<file path="src/rtl/pc_fetch_unit.sv">
// Instruction-fetch stage: owns the PC, addresses imem and loads the IF/ID register.
// One-cycle fetch latency; a stall holds everything, and a taken branch flushes IF/ID even while stalled.
module pc_fetch_unit #(
   parameter logic [15:0] PC_RESET    = 16'h0000,
   parameter logic [3:0]  HALT_OPCODE = 4'hF
) (
   input  logic        clk,
   input  logic        rst_n,
   input  logic        stall,
   input  logic        branch_taken,
   input  logic [15:0] redirect_pc,
   input  logic [15:0] imem_data,
   output logic [15:0] pc,
   output logic [15:0] ifid_instr,
   output logic [15:0] ifid_pc_plus2,
   output logic        ifid_valid,
   output logic        halted
);

   typedef enum logic {
      FETCH  = 1'b0,
      HALTED = 1'b1
   } state_t;

   state_t      state_q;
   logic [15:0] pc_q;
   logic [15:0] instr_q;
   logic [15:0] pc_plus2_q;
   logic        valid_q;

   logic [15:0] pc_plus2_d;
   logic        is_halt;

   assign pc_plus2_d = pc_q + 16'h0002;
   assign is_halt    = (imem_data[15:12] == HALT_OPCODE);

   always_ff @(posedge clk or negedge rst_n) begin
      if (!rst_n) begin
         pc_q       <= PC_RESET;
         instr_q    <= 16'h0000;
         pc_plus2_q <= 16'h0000;
         valid_q    <= 1'b0;
         state_q    <= FETCH;
      end else if (branch_taken) begin
         // Redirect wins over stall and cancels any HLT fetched in the branch shadow.
         pc_q    <= redirect_pc;
         instr_q <= 16'h0000;
         valid_q <= 1'b0;
         state_q <= FETCH;
      end else if (!stall) begin
         if (state_q == HALTED) begin
            valid_q <= 1'b0;
         end else begin
            instr_q    <= imem_data;
            pc_plus2_q <= pc_plus2_d;
            valid_q    <= 1'b1;
            if (is_halt) begin
               state_q <= HALTED;
            end else begin
               pc_q <= pc_plus2_d;
            end
         end
      end
   end

   assign pc            = pc_q;
   assign ifid_instr    = instr_q;
   assign ifid_pc_plus2 = pc_plus2_q;
   assign ifid_valid    = valid_q;
   assign halted        = (state_q == HALTED);

endmodule

</file>
<file path="config.mk">
export PLATFORM = sky130hd
export DESIGN_NAME = pc_fetch_unit
export DESIGN_NICKNAME = d
export VERILOG_FILES = /design/src/rtl/pc_fetch_unit.sv
export SDC_FILE = /design/constraint.sdc
export NUM_CORES = 1
export LEC_CHECK = 0
export CAP_MARGIN = 15
export CORE_UTILIZATION = 40
export DETAILED_ROUTE_END_ITERATION = 7
export MAX_ROUTING_LAYER = met4
export PLACE_DENSITY = 0.82
export SYNTH_ARGS = -nofsm -noshare
export SYNTH_HDL_FRONTEND = slang
export SYNTH_SLANG_ARGS = --single-unit
export TNS_END_PERCENT = 30
</file>
<file path="constraint.sdc">
create_clock -name clk -period 3.6 [get_ports clk]
set_input_delay 0.72 -clock clk [delete_from_list [all_inputs] [get_ports clk]]
set_output_delay 0.72 -clock clk [all_outputs]
set_load 0.01 [all_outputs]
</file>
==> reports/qor.yml <==
run_status:
  status: "complete, no violations"
grt:
  grt_max_degree: 52
  overflow: 0
  grt_pass1_wl_um: 9860
  antenna_found_initial: 0
  grt_pass1_vias: 2017
  grt_usage: 0.2073
critical_path:
  crit_type: "primary input to register"
  required_ps: 3780
  rrSetupSlack_ps: 1720
  worstPathMaxFanout: 9
  slowest_delay_ps: 500
  crit_arrival_ps: 2520
  cpMaxStageDelayCell: "nor2_1"
  critPathCaptureType: "register"
  crit_path_start_kind: "primary input"
  path_cells: "clkdlybuf4s50_1 -> nor2_1 -> nand2_1 -> o311ai_0 -> nand3_1"
timing:
  setup_ws_ps: 1260
  rsz0062_at_grt: "false"
  worstMarginPinSlew_ps: 879.5
  setup_viol: 0
  finalHoldViolations: 0
  period_needed_ps: 2340
  setup_tns_ps: 0
  drv_slew: 0
  max_clock_freq_mhz: 427.3
  skew_ps: 7.619
  relSlewSlack: 0.4136
  final.period_utilization: 0.6501
routing:
  ant_nets: 0
  vias_per_cell: 5.225
  drt-pass1-iter-count: 5
  post-route-drc-count: 0
  wl_per_cell_um: 14.45
  via_count: 2132
  routed_wl_um: 5894
  drt_iter0_drc: 165
logic_synthesis:
  yosysMostFrequentCell: "nand2_1"
  syn_inst: 258
  async_reset_ff_frac: 1.000
  ys.flop_type: "dfrtp_1"
  synth.largest_area_cell: "dfrtp_1"
  netlist_area_sq_um: 2380
  netlist-cell-type-count: 33
  seq_area_frac_synth: 0.5258
  synth_nets: 295
  ys_ff_latch: 50
  synthTopCellsByArea: "dfrtp_1 (53%), nand2_1 (8.4%), a21oi_1 (6.1%)"
  synth_top_area_share: 0.5258
  synthTopCellsByCount: "nand2_1 (53), dfrtp_1 (50), a21oi_1 (29), nor2_1 (19), o21ai_0 (14)"
  syn_avg_cell_area_sq_um: 9.224
  synth_enable_flop_cells: 0
  yosysWarnings: 0
cts:
  cts_sinks: 50
  numCtsBuffers: 5
  cts.path.max_buffers: 2
  cts_setup_buffers: 0
  cts_root_buf: "clkbuf_8"
  ctsHoldBuffers: 0
  clk_pin_slew_ps: 90
  cts_max_level: 2
  clk_latency_ps: 300
  cts_tree: "built"
  cts-resized-gates: 0
hold_path:
  holdCritPathClass: "register to register"
power_and_ir_drop:
  p_clk_frac: 0.234
  leakagePower_nw: 1.349
  power_density_nw_per_um2: 398.1
  p_int_uw: 945.7
  switchingPower_uw: 383.6
  p_sw_frac: 0.2886
  peakVddDrop_v: 0.0002279
  pwr-share-seq: 0.512
  pwr-share-comb: 0.254
floorplanning:
  dieHeight_um: 79.13
  core_area_sq_um: 5608
  rows: 27
  die_width_um: 79.13
  pin_count: 86
  dieArea_sq_um: 6262
  start_util: 0.4244
placed_design:
  buffer_ports.inserted: 85
  place_ws_ps: 985.1
  place_congestion: 0.8635
  dp_hpwl_um: 4311
  place_area_sq_um: 3261
layout:
  area_delta_synth_final_pct: 40.33
  drive_gt1_frac: 0.05952
  num-nets-final: 373
  design_area_sq_um: 3339
  fillCellCount: 509
  final_core_util: 0.5955
  antenna_cells: 0
run:
  max-cap-violations: 0
## per-stage QoR
stage | std cells | hold WS (ps) | total power, mW
global route | 408 | 539.6 | 1.402
finish | 408 | 518.6 | 1.329
floorplan | 258 | 424.4 | 0.8293
CTS | 408 | 522.5 | 1.344
global placement | 401 | 491.8 | 1.026
detailed placement | 401 | 501.6 | 1.033
## kinds of logic (layout without fill, tap and decap cells)
logic type,after synthesis,after routing,synth area share
and+or+nand+nor,110,110,0.2135
buffers and inverters,21,99,0.04048
DFF,50,50,0.5258
muxes,4,4,0.01840
xor gates and xnor gates,20,20,0.07361
adders and majority gates,1,1,0.005257
AOI/OAI and AO/OA,52,52,0.1230
## layer usage
| layer | GRT usage | up-vias | part of all wire |
|---|---|---|---|
| li1 | - | 1040 | - |
| met1 | 0.2704 | 1000 | 0.45 |
| met2 | 0.3207 | 88 | 0.46 |
| met3 | 0.06092 | 4 | 0.078 |
| met4 | 0.04364 | 0 | 0.0064 |
| met5 | - | - | 0 |
## worst max-delay path: cells and delay by family
| family | cells | cell delay [ps] |
|---|---|---|
| AO/OA/AOI/OAI | 1 | 370 |
| buffers and inverters | 1 | 470 |
| AND/OR/NAND/NOR | 3 | 960 |
## placed cells by master (no fill, tap or decap), types with 3 or more instances in the layout
master           instances
clkbuf_8                 5
xor2_1                  13
nand3_1                  9
dfrtp_1                 50
mux2_2                   3
clkdlybuf4s50_1         83
nand2_1                 53
a21oi_1                 29
inv_1                    3
o21ai_0                 14
o311ai_0                 4
buf_4                    4
and3_1                   3
xnor2_1                  7
nor2_1                  19
nand4_1                 11
and4_1                   3
nor2b_1                  4
## path summary, 6_finish.rpt
path / start / endpoint / cells after the start
max: stall / pc[14] / 5
max in group asynchronous: rst_n / ifid_pc_plus2[0] / 2
max reg2reg: pc[1] / pc[15] / 5
min in group asynchronous: rst_n / ifid_instr[11] / 1
min: ifid_pc_plus2[2] / ifid_pc_plus2[2] / 1
min reg2reg: ifid_pc_plus2[2] / ifid_pc_plus2[2] / 1
## cell type report
cell class              instances  area (sq um)  share of cell area
clock inverters                 2         10.01            0.002997
inverters                       3         11.26            0.003372
flip-flops and latches         50          1251              0.3747
repair buffers                 89         870.8              0.2608
multi-input cells             187          1037              0.3106
well taps                      72         90.09             0.02698
clock buffers                   5         68.82             0.02061
## power groups by stage
| stage | Clock, mW | Sequential [mW] | Combinational [mW] |
|---|---|---|---|
| 6_report | 0.311 | 0.681 | 0.337 |
| 3_5_place_dp | 0 | 0.693 | 0.340 |
| 5_1_grt | 0.341 | 0.691 | 0.370 |
| 4_1_cts | 0.321 | 0.682 | 0.341 |
| 3_3_place_gp | 0 | 0.692 | 0.334 |
| 2_1_floorplan | 0 | 0.703 | 0.126 |
## flip-flops by register name (all words and copies together) (netlist names)
signal,cells
ifid_pc_plus2,16
halted,1
pc,16
ifid_instr,16
ifid_valid,1
Power figures use the tool's default switching activity.
